`src/rtl/ame_num_approx_pkg.sv`:
```
// Shared constants and helpers for the AME multi-lane log2 approximator.
package ame_num_approx_pkg;

    localparam int GRP_BITS = 8;

    // Exponent width: leading-one index plus one bit so a rounded result can reach W.
    function automatic int exp_bits(input int w);
        return $clog2(w) + 1;
    endfunction

endpackage

```
`src/rtl/ame_num_approx_pipe_lod.sv`:
```
// Combinational W-bit leading-one detector (8-bit group priority + group encoder).
// The round-bit output exists only when AME_NUM_APPROX_ROUND_EN is defined.
module ame_lod_w
    import ame_num_approx_pkg::*;
#(
    parameter  int DATA_BITS = 64,
    localparam int POS_BITS  = $clog2(DATA_BITS),
    localparam int NGRP      = DATA_BITS / GRP_BITS
) (
    input  logic [DATA_BITS-1:0] data_i,
    input  logic [NGRP-1:0]      grp_or_i,
    output logic [POS_BITS-1:0]  pos_o,
`ifdef AME_NUM_APPROX_ROUND_EN
    output logic                 rnd_o,
`endif
    output logic                 zero_o
);

    localparam int BIDX_BITS = $clog2(GRP_BITS);
    localparam int GIDX_BITS = POS_BITS - BIDX_BITS;

    logic [GIDX_BITS-1:0] grp_idx;
    logic [GRP_BITS-1:0]  grp_byte;
    logic [BIDX_BITS-1:0] bit_idx;

    always_comb begin
        grp_idx = '0;
        for (int g = 0; g < NGRP; g++) begin
            if (grp_or_i[g]) grp_idx = GIDX_BITS'(g);
        end
    end

    assign grp_byte = data_i[grp_idx*GRP_BITS +: GRP_BITS];

    always_comb begin
        bit_idx = '0;
        for (int b = 0; b < GRP_BITS; b++) begin
            if (grp_byte[b]) bit_idx = BIDX_BITS'(b);
        end
    end

    assign pos_o  = {grp_idx, bit_idx};
    assign zero_o = ~|grp_or_i;

`ifdef AME_NUM_APPROX_ROUND_EN
    // The bit just below the leading one decides whether |x| is past 1.5*2^p.
    assign rnd_o = (pos_o != '0) && data_i[pos_o - 1'b1];
`endif

endmodule

```
`src/rtl/ame_num_approx_pipe.sv`:
```
// AME multi-lane log2 approximator: two register stages with valid/ready and full backpressure.
// Define AME_NUM_APPROX_ROUND_EN for round-to-nearest exponents; otherwise floor(log2|x|).
module ame_num_approx_pipe
    import ame_num_approx_pkg::*;
#(
    parameter  int DATA_BITS = 64,
    parameter  int LANES     = 4,
    localparam int EXP_BITS  = exp_bits(DATA_BITS)
) (
    input  logic                      clk_i,
    input  logic                      rst_n_i,
    input  logic                      in_valid_i,
    output logic                      in_ready_o,
    input  logic                      in_signed_i,
    input  logic [LANES*DATA_BITS-1:0] in_data_i,
    output logic                      out_valid_o,
    input  logic                      out_ready_i,
    output logic [LANES*EXP_BITS-1:0] out_exp_o,
    output logic [LANES-1:0]          out_sign_o,
    output logic [LANES-1:0]          out_zero_o
);

    localparam int POS_BITS = EXP_BITS - 1;
    localparam int NGRP     = DATA_BITS / GRP_BITS;

    logic s1_v_q, s1_v_d, s2_v_q, s2_v_d;
    logic s1_adv, s2_adv;

    logic [LANES-1:0][DATA_BITS-1:0] abs_d, abs_q;
    logic [LANES-1:0][NGRP-1:0]      grp_d, grp_q;
    logic [LANES-1:0]                sign_d, s1_sign_q, s2_sign_q;
    logic [LANES-1:0][POS_BITS-1:0]  pos_d, pos_q;
    logic [LANES-1:0]                zero_d, zero_q;
`ifdef AME_NUM_APPROX_ROUND_EN
    logic [LANES-1:0]                rnd_d, rnd_q;
`endif

    assign s2_adv     = !s2_v_q || out_ready_i;
    assign s1_adv     = !s1_v_q || s2_adv;
    assign in_ready_o = s1_adv;

    assign s1_v_d = s1_adv ? in_valid_i : s1_v_q;
    assign s2_v_d = s2_adv ? s1_v_q : s2_v_q;

    // Two's-complement negate keeps -2^(W-1) as 2^(W-1) in W unsigned bits.
    always_comb begin
        sign_d = '0;
        abs_d  = '0;
        grp_d  = '0;
        for (int k = 0; k < LANES; k++) begin
            sign_d[k] = in_signed_i & in_data_i[k*DATA_BITS + DATA_BITS - 1];
            abs_d[k]  = sign_d[k] ? (~in_data_i[k*DATA_BITS +: DATA_BITS] + 1'b1)
                                  : in_data_i[k*DATA_BITS +: DATA_BITS];
            for (int g = 0; g < NGRP; g++) begin
                grp_d[k][g] = |abs_d[k][g*GRP_BITS +: GRP_BITS];
            end
        end
    end

    for (genvar k = 0; k < LANES; k++) begin : g_lane
        ame_lod_w #(.DATA_BITS(DATA_BITS)) u_lod (
            .data_i   (abs_q[k]),
            .grp_or_i (grp_q[k]),
            .pos_o    (pos_d[k]),
`ifdef AME_NUM_APPROX_ROUND_EN
            .rnd_o    (rnd_d[k]),
`endif
            .zero_o   (zero_d[k])
        );
    end

    always_ff @(posedge clk_i or negedge rst_n_i) begin
        if (!rst_n_i) begin
            s1_v_q    <= 1'b0;
            s2_v_q    <= 1'b0;
            abs_q     <= '0;
            grp_q     <= '0;
            s1_sign_q <= '0;
            s2_sign_q <= '0;
            pos_q     <= '0;
            zero_q    <= '0;
`ifdef AME_NUM_APPROX_ROUND_EN
            rnd_q     <= '0;
`endif
        end else begin
            s1_v_q <= s1_v_d;
            s2_v_q <= s2_v_d;
            if (in_valid_i && s1_adv) begin
                abs_q     <= abs_d;
                grp_q     <= grp_d;
                s1_sign_q <= sign_d;
            end
            if (s1_v_q && s2_adv) begin
                pos_q     <= pos_d;
                zero_q    <= zero_d;
                s2_sign_q <= s1_sign_q;
`ifdef AME_NUM_APPROX_ROUND_EN
                rnd_q     <= rnd_d;
`endif
            end
        end
    end

    always_comb begin
        out_exp_o = '0;
        for (int k = 0; k < LANES; k++) begin
`ifdef AME_NUM_APPROX_ROUND_EN
            out_exp_o[k*EXP_BITS +: EXP_BITS] = {1'b0, pos_q[k]} + EXP_BITS'(rnd_q[k]);
`else
            out_exp_o[k*EXP_BITS +: EXP_BITS] = {1'b0, pos_q[k]};
`endif
        end
    end

    assign out_valid_o = s2_v_q;
    assign out_sign_o  = s2_sign_q;
    assign out_zero_o  = zero_q;

endmodule
```
`config.mk`:
```
export PLATFORM = sky130hd
export DESIGN_NAME = ame_num_approx_pipe
export DESIGN_NICKNAME = d
export VERILOG_FILES = /design/src/rtl/ame_num_approx_pkg.sv /design/src/rtl/ame_num_approx_pipe_lod.sv /design/src/rtl/ame_num_approx_pipe.sv
export SDC_FILE = /design/constraint.sdc
export NUM_CORES = 1
export LEC_CHECK = 0
export BUFFER_PORTS_ARGS = -buffer_cell sky130_fd_sc_hd__buf_4
export CORE_ASPECT_RATIO = 1.5
export CORE_MARGIN = 3
export CORE_UTILIZATION = 50
export CTS_CLUSTER_SIZE = 8
export DETAILED_ROUTE_END_ITERATION = 16
export PLACE_DENSITY = 0.68
export SLEW_MARGIN = 15
export SYNTH_ARGS = -nofsm -noshare
export SYNTH_HDL_FRONTEND = slang
export SYNTH_SLANG_ARGS = --single-unit
```
`constraint.sdc`:
```
create_clock -name clk_i -period 2.6 [get_ports clk_i]
set_input_delay 0 -clock clk_i [delete_from_list [all_inputs] [get_ports clk_i]]
set_output_delay 0 -clock clk_i [all_outputs]
set_load 0.01 [all_outputs]
```
==> impl_metrics.ini <==
[timing]
slew_headroom_pct = 57.01
layout_setup_ws_ps = 62.78
max_freq_mhz = 394.1
finalCritPeriodShare_pct = 97.59
finalSetupViolCount = 0
clock_skew_ps = 13.16
slew_viol_final = 0
tightest_slew_ps = 644.9
hold_slack_ps = 12.83
finalHoldViolCount = 0
min_period_ps = 2537

[setup_path]
arrival_ps = 2940
crit_chain = dlygate4sd3_1 > buf_4 > nor2_1 > and3_4 > buf_4 > nand2_1 > nor3b_1 > a21oi_1 > o31a_1 > a21oi_1 > a31oi_1 > dlygate4sd3_1
cpMaxStageDelayCell = dlygate4sd3_1
endpoint_kind = flop
crit_type = input port to flop
critical-path-max-stage-delay_ps = 570
cp.required_ps = 3010
critPathMaxFanout = 6
start_kind = input port

[synth]
synth_seq_cells = 294
yosysSeqAreaShare_pct = 34.75
ys_top_cells_by_area = dfrtp_1 35%, nand2_1 8.1%, o21ai_0 7.5%
synth_top_area_share_pct = 34.75
synth.avg_cell_area_um2 = 7.758
synth_cells = 2729
yosysWarnings = 0
ys.flop_type = dfrtp_1
synth_edf_count = 0
ys_async_sr_fraction_pct = 100.0
synth_area_um2 = 21170
yosys.area.top_type = dfrtp_1
ys_types = 80

[grt]
first_global_vias = 24030
grt_usage_pct = 35.26
grt_pass1_wl_um = 127900
grt_antenna_before_repair = 0
grt_overflow = 0
grt_max_degree = 88

[routing]
vias = 24150
avgRoutedWirePerCell_um = 20.50
first_iter_violations = 1885
wirelength_um = 81970
postRouteAntennaNets = 0
viasPerCell = 6.040
drc = 0
dr.pass1.iters = 7

[placed_design]
place_ws_ps = -295.2
finalWeightedCongestion = 0.9718
dp_hpwl_um = 60530
portBuffers = 294

[power]
powerDensity_nw_per_um2 = 479.1
ir_worst_vdd_uv = 397.2
power_leakage_nw = 12.36
finalPower_mw = 14.24

[finish]
final_nets = 3709
nFillCells = 3367
drive_gt1_share_pct = 21.91
area.sequential_um2 = 7357
final_util_pct = 71.70
n_antenna_cell = 0
multi_input_area_um2 = 13290
area_delta_synth_final_pct = 40.34

[floorplan]
die_w_um = 174.0
dieArea_um2 = 44900
start_util_pct = 51.09
coreArea_um2 = 41440
fp.dieH_um = 258.0
rows = 91
io_pins = 299

[cts]
clock-sinks = 294
clk_pin_slew_ps = 50
cts_tree = done
ctsHtreeMaxLevel = 2
clockBufferDepth = 3
cts-root-buf = clkbuf_16
clk-insertion-delay-late_ps = 540
numCtsBuffers = 42

[worst_hold_path]
hp-class = input port to flop

[outcome]
outcome = completed

[run]
max_cap_violations = 0
## final cells by class
cell class | instances | area share (%)
well taps | 558 | 2.350
repair buffers | 845 | 23.95
flip-flops and latches | 294 | 24.76
clock inverters | 1 | 0.02947
multi-input cells | 2220 | 44.73
clock buffers | 44 | 3.668
inverters | 37 | 0.5095
## stage by stage
step	area (um2)	setup TNS (ps)	cells
floorplan	21340	-344.3	2732
CTS	29420	0	3989
finish	29710	0	3999
global route	29710	-138.9	3999
detailed placement	25800	-5413	3692
global placement	25800	-3923	3692
## layer usage
metal  share of wire [%]  wire (um)  track usage, %
met1                  36      29910           39.13
met2                  52      42240           64.31
met3                 5.2       4280           4.237
met4                 6.8       5533           20.93
met5                   0          0               0
## sequential cells by signal (all words and copies together), names as in the netlist
register,cells
out_valid_o,1
out_sign_o,4
out_exp_o,24
s1_sign_q,4
abs_q,224
s1_v_q,1
grp_q,32
out_zero_o,4
## cells by family (layout without fill, tap and decap cells)
| family | count (synthesis) | count (layout) | share of synthesized area [%] |
|---|---|---|---|
| xor+xnor | 231 | 231 | 9.556 |
| other cells | 1 | 4 | 0.01771 |
| mux | 51 | 51 | 2.978 |
| fa+ha+maj | 8 | 8 | 0.4728 |
| flops | 294 | 294 | 34.75 |
| buf+inv | 218 | 927 | 4.018 |
| compound gates | 751 | 751 | 21.92 |
| simple gates | 1175 | 1175 | 26.29 |
## cells in the final DEF (no fill, tap or decap), types with 19 or more instances in the layout
master,netlist,final
a31oi_1,61,61
or2_2,20,20
or4_1,31,26
buf_4,4,581
dlygate4sd3_1,0,249
a211oi_1,20,19
o31ai_1,41,40
inv_1,37,35
nand4_1,28,28
a221oi_1,22,22
dfrtp_1,294,294
nor3_1,103,95
o32ai_1,20,20
nor4_1,45,34
or3_1,43,41
nand3_1,63,61
a21oi_1,133,130
o21ai_0,318,315
mux2i_1,27,27
and3_1,23,22
nor2_1,262,260
clkbuf_16,0,43
xor2_1,102,102
nand2_1,457,456
xnor2_1,129,129
## Yosys cell counts, drive strengths merged (16+ instances only)
| cell | instances |
|---|---|
| buf | 26 |
| nor3 | 104 |
| clkbuf | 155 |
| o31ai | 41 |
| a211oi | 20 |
| nor4 | 51 |
| inv | 37 |
| o32ai | 20 |
| xnor2 | 129 |
| or3 | 43 |
| o21ai | 321 |
| nor2 | 263 |
| nand2 | 457 |
| xor2 | 102 |
| a221oi | 22 |
| or4 | 35 |
| and3 | 23 |
| nand3 | 63 |
| nand4 | 29 |
| a31oi | 61 |
| mux2i | 27 |
| and2 | 17 |
| or2 | 21 |
| a21oi | 133 |
| dfrtp | 294 |
| mux2 | 16 |
## worst paths after layout
check | start | end | slack [ps] | cells past startpoint
setup / recovery | in_data_i[193] | grp_q[25] | 60 | 12
hold / removal | in_data_i[80] | abs_q[81] | 10 | 4
setup reg to reg | grp_q[4] | out_exp_o[1] | 140 | 8
hold reg to reg | s1_sign_q[0] | out_sign_o[0] | 460 | 2
max in group asynchronous | rst_n_i | abs_q[58] | 1100 | 4
min in group asynchronous | rst_n_i | abs_q[13] | 530 | 3
## power breakdown
group | switching (mW) | internal (mW) | leakage (nW) | total [mW]
sequential | 0.517 | 5.26 | 3.45 | 5.78
clock | 1.92 | 2.92 | 0.542 | 4.84
combinational | 1.94 | 1.69 | 8.36 | 3.62
## what timing repair did
| item | CTS | global route |
|---|---|---|
| endpoints found under the setup margin | 0 | 30 |
| hold buffers | 252 | 0 |
| resized for setup | 0 | 42 |
| hold endpoints to repair | 504 | 0 |
| setup buffers | 0 | 13 |
## critical path, delay by kind of cell
family,cells,cell delay (ps)
AOI/OAI and AO/OA,4,640
buffers and inverters,4,1410
and+or+nand+nor,4,880
No activity file was read; power rests on OpenSTA's default activity.
